`src/rtl/window_ctrl_if.sv`:
```
// Request/response bundle between the control unit and window_ctrl.
// master = control unit side, slave = window controller side.
interface window_ctrl_if #(
    parameter int unsigned NWINDOWS = 8,
    parameter int unsigned CWP_W    = 5
);
    logic                save_req;
    logic                restore_req;
    logic                trap_entry;
    logic                cwp_we;
    logic [CWP_W-1:0]    cwp_in;
    logic                wim_we;
    logic [NWINDOWS-1:0] wim_in;
    logic [CWP_W-1:0]    cwp;
    logic [NWINDOWS-1:0] wim;
    logic                op_ack;
    logic                trap_ovf;
    logic                trap_unf;
    logic                busy;

    modport master (
        output save_req, restore_req, trap_entry, cwp_we, cwp_in, wim_we, wim_in,
        input  cwp, wim, op_ack, trap_ovf, trap_unf, busy
    );

    modport slave (
        input  save_req, restore_req, trap_entry, cwp_we, cwp_in, wim_we, wim_in,
        output cwp, wim, op_ack, trap_ovf, trap_unf, busy
    );
endinterface

```
`src/rtl/window_ctrl.sv`:
```
// SPARC register-window controller: owns CWP/WIM, serves SAVE/RESTORE and trap entry.
// Define WINDOW_CTRL_AUTO_SPILL_EN to replace overflow/underflow traps by hardware spill/fill.
module window_ctrl #(
    parameter int unsigned NWINDOWS = 8,
    parameter int unsigned CWP_W    = 5,
    parameter int unsigned ADDR_W   = 32,
    parameter int unsigned DATA_W   = 32
) (
    input  logic              Clk,
    input  logic              RESET_n,
    window_ctrl_if.slave      bus
`ifdef WINDOW_CTRL_AUTO_SPILL_EN
    ,
    input  logic [ADDR_W-1:0] spill_base,
    output logic [CWP_W-1:0]  rf_win,
    output logic [3:0]        rf_reg,
    input  logic [DATA_W-1:0] rf_rd_data,
    output logic              rf_wr_en,
    output logic [DATA_W-1:0] rf_wr_data,
    output logic              mem_req,
    output logic              mem_we,
    output logic [ADDR_W-1:0] mem_addr,
    output logic [DATA_W-1:0] mem_wdata,
    input  logic [DATA_W-1:0] mem_rdata,
    input  logic              mem_ack
`endif
);

    typedef enum logic [2:0] {StIdle, StResp, StSpillRd, StSpillWr, StFillRd, StFillWr} state_e;

    localparam logic [CWP_W-1:0]    LastWin = CWP_W'(NWINDOWS - 1);
    localparam logic [NWINDOWS-1:0] WimRst  = NWINDOWS'(2);

    if (NWINDOWS < 2 || NWINDOWS > 32 || (1 << CWP_W) < NWINDOWS || ADDR_W < 8 || DATA_W == 0)
    begin : g_cfg_err
        $error("window_ctrl: illegal parameter set");
    end

    function automatic logic [CWP_W-1:0] f_dec(input logic [CWP_W-1:0] x);
        return (x == '0) ? LastWin : x - 1'b1;
    endfunction

    function automatic logic [CWP_W-1:0] f_inc(input logic [CWP_W-1:0] x);
        return (x == LastWin) ? '0 : x + 1'b1;
    endfunction

    function automatic logic [NWINDOWS-1:0] f_oh(input logic [CWP_W-1:0] x);
        return NWINDOWS'(1) << x;
    endfunction

    state_e              r_state, w_state_nxt;
    logic [CWP_W-1:0]    r_cwp, w_cwp_nxt, w_new;
    logic [NWINDOWS-1:0] r_wim, w_wim_nxt;
    logic                r_ack, w_ack_nxt, r_ovf, w_ovf_nxt, r_unf, w_unf_nxt;
    logic                w_wr_evt, w_can_req, w_take_save, w_take_rest, w_hit;

`ifdef WINDOW_CTRL_AUTO_SPILL_EN
    logic [CWP_W-1:0]  r_new, w_new_nxt, r_aux, w_aux_nxt, r_rf_win, w_rf_win_nxt;
    logic [3:0]        r_idx, w_idx_nxt;
    logic              r_mem_req, w_mem_req_nxt, r_mem_we, w_mem_we_nxt;
    logic              r_rf_wr_en, w_rf_wr_en_nxt, w_last;
    logic [ADDR_W-1:0] r_mem_addr, w_mem_addr_nxt, w_addr;
    logic [DATA_W-1:0] r_mem_wdata, w_mem_wdata_nxt, r_rf_wr_data, w_rf_wr_data_nxt;
`endif

    always_comb begin
        w_wr_evt    = bus.cwp_we | bus.wim_we;
        // A request still held during the op_ack cycle counts as a fresh one.
        w_can_req   = ((r_state == StIdle) && !w_wr_evt && !bus.trap_entry) ||
                      ((r_state == StResp) && r_ack);
        w_take_save = w_can_req & bus.save_req;
        w_take_rest = w_can_req & ~bus.save_req & bus.restore_req;
        w_new       = w_take_save ? f_dec(r_cwp) : f_inc(r_cwp);
        w_hit       = |(r_wim & f_oh(w_new));

        w_state_nxt = r_state;
        w_cwp_nxt   = r_cwp;
        w_wim_nxt   = r_wim;
        w_ack_nxt   = 1'b0;
        w_ovf_nxt   = 1'b0;
        w_unf_nxt   = 1'b0;
`ifdef WINDOW_CTRL_AUTO_SPILL_EN
        w_new_nxt        = r_new;
        w_aux_nxt        = r_aux;
        w_rf_win_nxt     = r_rf_win;
        w_idx_nxt        = r_idx;
        w_mem_req_nxt    = r_mem_req;
        w_mem_we_nxt     = r_mem_we;
        w_mem_addr_nxt   = r_mem_addr;
        w_mem_wdata_nxt  = r_mem_wdata;
        w_rf_wr_en_nxt   = 1'b0;
        w_rf_wr_data_nxt = r_rf_wr_data;
        w_last           = 1'b0;
        w_addr           = '0;
`endif

        case (r_state)
            StIdle: begin
                if (w_wr_evt) begin
                    if (bus.cwp_we && bus.cwp_in <= LastWin) w_cwp_nxt = bus.cwp_in;
                    if (bus.wim_we) w_wim_nxt = bus.wim_in;
                end else if (bus.trap_entry) begin
                    w_cwp_nxt = f_dec(r_cwp);
                end
            end
            StResp: w_state_nxt = StIdle;
`ifdef WINDOW_CTRL_AUTO_SPILL_EN
            StSpillRd: w_state_nxt = StSpillWr;
            StSpillWr: begin
                // First cycle here has the register-file read data; latch it and request.
                if (!r_mem_req) begin
                    w_mem_req_nxt   = 1'b1;
                    w_mem_we_nxt    = 1'b1;
                    w_mem_wdata_nxt = rf_rd_data;
                end else if (mem_ack) begin
                    w_mem_req_nxt = 1'b0;
                    if (r_idx == 4'hF) begin
                        w_last = 1'b1;
                    end else begin
                        w_idx_nxt   = r_idx + 4'd1;
                        w_state_nxt = StSpillRd;
                    end
                end
            end
            StFillRd: begin
                if (mem_ack) begin
                    w_mem_req_nxt    = 1'b0;
                    w_rf_wr_en_nxt   = 1'b1;
                    w_rf_wr_data_nxt = mem_rdata;
                    w_state_nxt      = StFillWr;
                end
            end
            StFillWr: begin
                if (r_idx == 4'hF) begin
                    w_last = 1'b1;
                end else begin
                    w_idx_nxt     = r_idx + 4'd1;
                    w_mem_req_nxt = 1'b1;
                    w_mem_we_nxt  = 1'b0;
                    w_state_nxt   = StFillRd;
                end
            end
`endif
            default: w_state_nxt = StIdle;
        endcase

`ifdef WINDOW_CTRL_AUTO_SPILL_EN
        if (w_last) begin
            w_wim_nxt   = (r_wim & ~f_oh(r_new)) | f_oh(r_aux);
            w_cwp_nxt   = r_new;
            w_ack_nxt   = 1'b1;
            w_state_nxt = StResp;
        end
`endif

        if (w_take_save || w_take_rest) begin
            w_state_nxt = StResp;
            if (!w_hit) begin
                w_cwp_nxt = w_new;
                w_ack_nxt = 1'b1;
            end else begin
`ifdef WINDOW_CTRL_AUTO_SPILL_EN
                w_new_nxt = w_new;
                w_idx_nxt = 4'd0;
                if (w_take_save) begin
                    w_aux_nxt    = f_dec(w_new);
                    w_rf_win_nxt = f_dec(w_new);
                    w_state_nxt  = StSpillRd;
                end else begin
                    w_aux_nxt     = f_inc(w_new);
                    w_rf_win_nxt  = w_new;
                    w_mem_req_nxt = 1'b1;
                    w_mem_we_nxt  = 1'b0;
                    w_state_nxt   = StFillRd;
                end
`else
                w_ovf_nxt = w_take_save;
                w_unf_nxt = w_take_rest;
`endif
            end
        end

`ifdef WINDOW_CTRL_AUTO_SPILL_EN
        w_addr = spill_base + (ADDR_W'(w_rf_win_nxt) << 6) + (ADDR_W'(w_idx_nxt) << 2);
        if (w_mem_req_nxt && !r_mem_req) w_mem_addr_nxt = w_addr;
`endif
    end

    always_ff @(posedge Clk or negedge RESET_n) begin
        if (!RESET_n) begin
            r_state <= StIdle;
            r_cwp   <= '0;
            r_wim   <= WimRst;
            r_ack   <= 1'b0;
            r_ovf   <= 1'b0;
            r_unf   <= 1'b0;
`ifdef WINDOW_CTRL_AUTO_SPILL_EN
            r_new        <= '0;
            r_aux        <= '0;
            r_rf_win     <= '0;
            r_idx        <= '0;
            r_mem_req    <= 1'b0;
            r_mem_we     <= 1'b0;
            r_mem_addr   <= '0;
            r_mem_wdata  <= '0;
            r_rf_wr_en   <= 1'b0;
            r_rf_wr_data <= '0;
`endif
        end else begin
            r_state <= w_state_nxt;
            r_cwp   <= w_cwp_nxt;
            r_wim   <= w_wim_nxt;
            r_ack   <= w_ack_nxt;
            r_ovf   <= w_ovf_nxt;
            r_unf   <= w_unf_nxt;
`ifdef WINDOW_CTRL_AUTO_SPILL_EN
            r_new        <= w_new_nxt;
            r_aux        <= w_aux_nxt;
            r_rf_win     <= w_rf_win_nxt;
            r_idx        <= w_idx_nxt;
            r_mem_req    <= w_mem_req_nxt;
            r_mem_we     <= w_mem_we_nxt;
            r_mem_addr   <= w_mem_addr_nxt;
            r_mem_wdata  <= w_mem_wdata_nxt;
            r_rf_wr_en   <= w_rf_wr_en_nxt;
            r_rf_wr_data <= w_rf_wr_data_nxt;
`endif
        end
    end

    assign bus.cwp      = r_cwp;
    assign bus.wim      = r_wim;
    assign bus.op_ack   = r_ack;
    assign bus.trap_ovf = r_ovf;
    assign bus.trap_unf = r_unf;
    assign bus.busy     = (r_state != StIdle);

`ifdef WINDOW_CTRL_AUTO_SPILL_EN
    assign rf_win     = r_rf_win;
    assign rf_reg     = r_idx;
    assign rf_wr_en   = r_rf_wr_en;
    assign rf_wr_data = r_rf_wr_data;
    assign mem_req    = r_mem_req;
    assign mem_we     = r_mem_we;
    assign mem_addr   = r_mem_addr;
    assign mem_wdata  = r_mem_wdata;
`endif

endmodule

```
`src/flat_wrapper.sv`:
```
// flat-port wrapper written by rule: the top's interface ports become plain ports
module window_ctrl_flat 
#(
    parameter int unsigned NWINDOWS = 8,
    parameter int unsigned CWP_W    = 5,
    parameter int unsigned ADDR_W   = 32,
    parameter int unsigned DATA_W   = 32
)
  (Clk, RESET_n, bus_save_req, bus_restore_req, bus_trap_entry, bus_cwp_we, bus_cwp_in, bus_wim_we, bus_wim_in, bus_cwp, bus_wim, bus_op_ack, bus_trap_ovf, bus_trap_unf, bus_busy);
  window_ctrl_if #(.NWINDOWS(NWINDOWS), .CWP_W(CWP_W)) bus_i ();
  input  logic Clk;
  input  logic RESET_n;
  input wire logic [$bits(bus_i.save_req)-1:0] bus_save_req;
  input wire logic [$bits(bus_i.restore_req)-1:0] bus_restore_req;
  input wire logic [$bits(bus_i.trap_entry)-1:0] bus_trap_entry;
  input wire logic [$bits(bus_i.cwp_we)-1:0] bus_cwp_we;
  input wire logic [$bits(bus_i.cwp_in)-1:0] bus_cwp_in;
  input wire logic [$bits(bus_i.wim_we)-1:0] bus_wim_we;
  input wire logic [$bits(bus_i.wim_in)-1:0] bus_wim_in;
  output wire logic [$bits(bus_i.cwp)-1:0] bus_cwp;
  output wire logic [$bits(bus_i.wim)-1:0] bus_wim;
  output wire logic [$bits(bus_i.op_ack)-1:0] bus_op_ack;
  output wire logic [$bits(bus_i.trap_ovf)-1:0] bus_trap_ovf;
  output wire logic [$bits(bus_i.trap_unf)-1:0] bus_trap_unf;
  output wire logic [$bits(bus_i.busy)-1:0] bus_busy;
  assign bus_i.save_req = bus_save_req;
  assign bus_i.restore_req = bus_restore_req;
  assign bus_i.trap_entry = bus_trap_entry;
  assign bus_i.cwp_we = bus_cwp_we;
  assign bus_i.cwp_in = bus_cwp_in;
  assign bus_i.wim_we = bus_wim_we;
  assign bus_i.wim_in = bus_wim_in;
  assign bus_cwp = bus_i.cwp;
  assign bus_wim = bus_i.wim;
  assign bus_op_ack = bus_i.op_ack;
  assign bus_trap_ovf = bus_i.trap_ovf;
  assign bus_trap_unf = bus_i.trap_unf;
  assign bus_busy = bus_i.busy;
  window_ctrl #(.NWINDOWS(NWINDOWS), .CWP_W(CWP_W), .ADDR_W(ADDR_W), .DATA_W(DATA_W)) u_core (.Clk(Clk), .RESET_n(RESET_n), .bus(bus_i));
endmodule
```
`config.mk`:
```
export PLATFORM = sky130hd
export DESIGN_NAME = window_ctrl_flat
export DESIGN_NICKNAME = d
export VERILOG_FILES = /design/src/rtl/window_ctrl_if.sv /design/src/rtl/window_ctrl.sv /design/src/flat_wrapper.sv
export SDC_FILE = /design/constraint.sdc
export NUM_CORES = 1
export LEC_CHECK = 0
export ABC_CLOCK_PERIOD_IN_PS = 3000
export BUFFER_PORTS_ARGS = -buffer_cell sky130_fd_sc_hd__buf_2
export CORE_MARGIN = 8
export CORE_UTILIZATION = 40
export CTS_CLUSTER_SIZE = 10
export DETAILED_ROUTE_END_ITERATION = 16
export PLACE_DENSITY = 0.71
export SYNTH_ARGS = -nofsm -noshare
export SYNTH_HDL_FRONTEND = slang
export SYNTH_SLANG_ARGS = --single-unit
```
`constraint.sdc`:
```
create_clock -name Clk -period 3 [get_ports Clk]
set_input_delay 0.6 -clock Clk [delete_from_list [all_inputs] [get_ports Clk]]
set_output_delay 0.6 -clock Clk [all_outputs]
set_load 0.1 [all_outputs]
```
==> metrics <==
status completed; antenna cells 0; Setup TNS 0 ns; CTS resizes 0; top-area cell type share of the netlist area 0.335; most frequent cells in the layout 36 x buf_2, 16 x dfrtp_1, 10 x nand2_1, 9 x nor2_1; nets@finish 184; Vias 1132; Worst setup EP type flop; Final period util 0.855; dominant cells by area after synthesis dfrtp_1 33%, mux2_2 7.5%, mux2i_1 6.7%, a21oi_1 3.3%, nor3_1 3.3%; number of flops mapped to enable cells by yosys 0; ys async rst share 1.00; worst path cell trace inv_1, ha_1, nor3b_1, a21oi_1, a21o_2, mux2i_1, mux2i_1, o221ai_2, mux2i_1; antenna violation net count after detailed routing 0; routed len/inst 16.3 µm; post-layout util 0.487; RSZ-0062 raised after global routing no; Slew Limit Fails 0; final-report setup violation count 0; worst flop-to-flop path endpoint u_core.bus.cwp[1]; global-route wire length before repair 5420 µm; CTS sink cnt 17; Synth-to-Final Area Change 20.2%; worst setup path endpoint u_core.bus.cwp[1]; gr usage total 0.129; cell depth of the worst flop-to-flop path 9; Via density 5.84; largest net degree at the start of global routing 18; chip height 70.7 µm; slew margin rel. 0.557; setup ws final 0.434 ns; Synth area leader dfrtp_1; Num CTS Buffers 3; Longest Clk Path Bufs 2; CP dominant cell by count mux2i_1; slowest CP cell dfrtp_1; fmax 390 MHz; Syn Nets 145; Hold Crit Class in2async; final estimated routing congestion in global placement 0.926; CTS H-Tree Depth 1; vias in the first global route 1246; DRT Wirelength 3160 µm; row count 20; cell family with most CP delay compound AO/OA/AOI/OAI gates; dpl hpwl 2550 µm; number of stages on the worst setup path 9; Non-Filler Instances 194; max-cap violations 0; First-pass DRT Iterations 4; Setup Buffers After CTS 0; Overflow after GRT 0; WP buf/inv 1; Cell Area, Synth 1200 µm²; die width 70.7 µm; static leakage 0.673 nW; Post-synth top flop dfrtp_1; Final min period 2.57 ns; DR iter-0 viols 80; final hold vios 0; crit-path max cell delay 0.45 ns; CTS tree yes; dpl ws 0.245 ns; Power Density 1070 nW/µm²; PortBufs 36; clk_lat worst skew 0.28 ns; placed cell count 190; Arr. time, crit path 2.77 ns; core box area 2950 µm²; Setup crit start kind flop; CP Data Required Time 3.20 ns; Slew @ Worst Pin 0.663 ns; #FFs+latches synth 17; layout cells sized above 1 0.385; Residual DRC 0; sequential-to-total area share from yosys stat 0.357; Setup Skew 0.0101 ns; crit path launch u_core.bus.cwp[1]; Yosys cell types 41; die area 5000 µm²; clk root buf clkbuf_4; Post-Syn Area per Cell 9.72 µm²; initial antenna violation count 0; hold buffer count at cts 0; FF-to-FF setup slack 0.43 ns; crit path kind reg2reg; commonest non-fill, non-tap cell in the layout buf_2; VDD IR max 0.564 mV; RR Startpoint u_core.bus.cwp[1]; starting density of the core 0.405; warning count from the yosys run 0; Post-Syn Instances 123; # IOs 37; Worst-path clk slew 0.10 ns; worst-path fanout max 7
[through the flow]
stage	power [mW]	hold WS [ns]	area (µm²)
2_1_floorplan	1.22	0.304	1200
3_3_place_gp	1.40	0.514	1410
3_5_place_dp	1.41	0.517	1410
4_1_cts	1.54	0.222	1440
5_1_grt	1.63	0.238	1440
6_report	1.53	0.219	1440
[synthesized netlist by cell type (all sizes together), types with 2 or more instances]
master / n
dfrtp: 16
mux2i: 10
nand2: 10
nor2: 9
a21oi: 8
mux2: 8
nor3: 8
o21ai: 7
inv: 6
o22ai: 4
nor2b: 3
o221ai: 3
xor2: 3
a21boi: 2
a21o: 2
and2: 2
buf: 2
ha: 2
nand3: 2
nor4: 2
[how the worst min path moves through the flow]
stage / end / cells past startpoint / slack, ns
2_1_floorplan: u_core.bus.cwp[0] / 0 / 0.30
3_3_place_gp: u_core.bus.wim[7] / 1 / 0.51
3_5_place_dp: u_core.bus.wim[7] / 1 / 0.52
4_1_cts: u_core.bus.wim[5] / 1 / 0.22
5_1_grt: u_core.bus.wim[2] / 1 / 0.24
6_report: u_core.bus.wim[5] / 1 / 0.22
[routing by layer]
metal	GRT usage	up-vias	wire length, µm
met4	0.0439	0	44
met5	0	-	0
li1	-	529	-
met2	0.227	55	1540
met3	0.0311	6	241
met1	0.149	542	1330
[cell families after synthesis]
group,count (synthesis),share of synthesized area
fa+ha+maj,2,0.0209
simple gates,40,0.183
mux,18,0.173
buf+inv,9,0.0303
flops,17,0.357
compound gates,33,0.201
xor+xnor,4,0.0356
[state kept, by name (all words and copies together), names as in the netlist]
register	cells
u_core.r_state	1
u_core.bus.trap_unf	1
u_core.bus.op_ack	1
u_core.bus.cwp	5
u_core.bus.trap_ovf	1
u_core.bus.wim	8
[where the power goes]
part / switching, mW / internal (mW)
Sequential: 0.0804 / 0.278
Clock: 0.0668 / 0.0515
Combinational: 0.732 / 0.324
Total: 0.879 / 0.654
[final cells by class]
class                           instances  area [µm²]
Sequential cell                        17         427
Tap cell                               33        41.3
Clock buffer                            4        26.3
Timing Repair Buffer                   37         188
Multi-Input combinational cell         97         733
Fill cell                             283        1520
Inverter                                6        22.5
[worst reg2reg max path, stage by stage (launching register included)]
cell      delay (ns)
dfrtp_1         0.45
inv_1           0.10
ha_1            0.28
nor3b_1         0.33
a21oi_1         0.16
a21o_2          0.26
mux2i_1         0.16
mux2i_1         0.15
o221ai_2        0.31
mux2i_1         0.27
No activity file was read; power rests on OpenSTA's default activity.
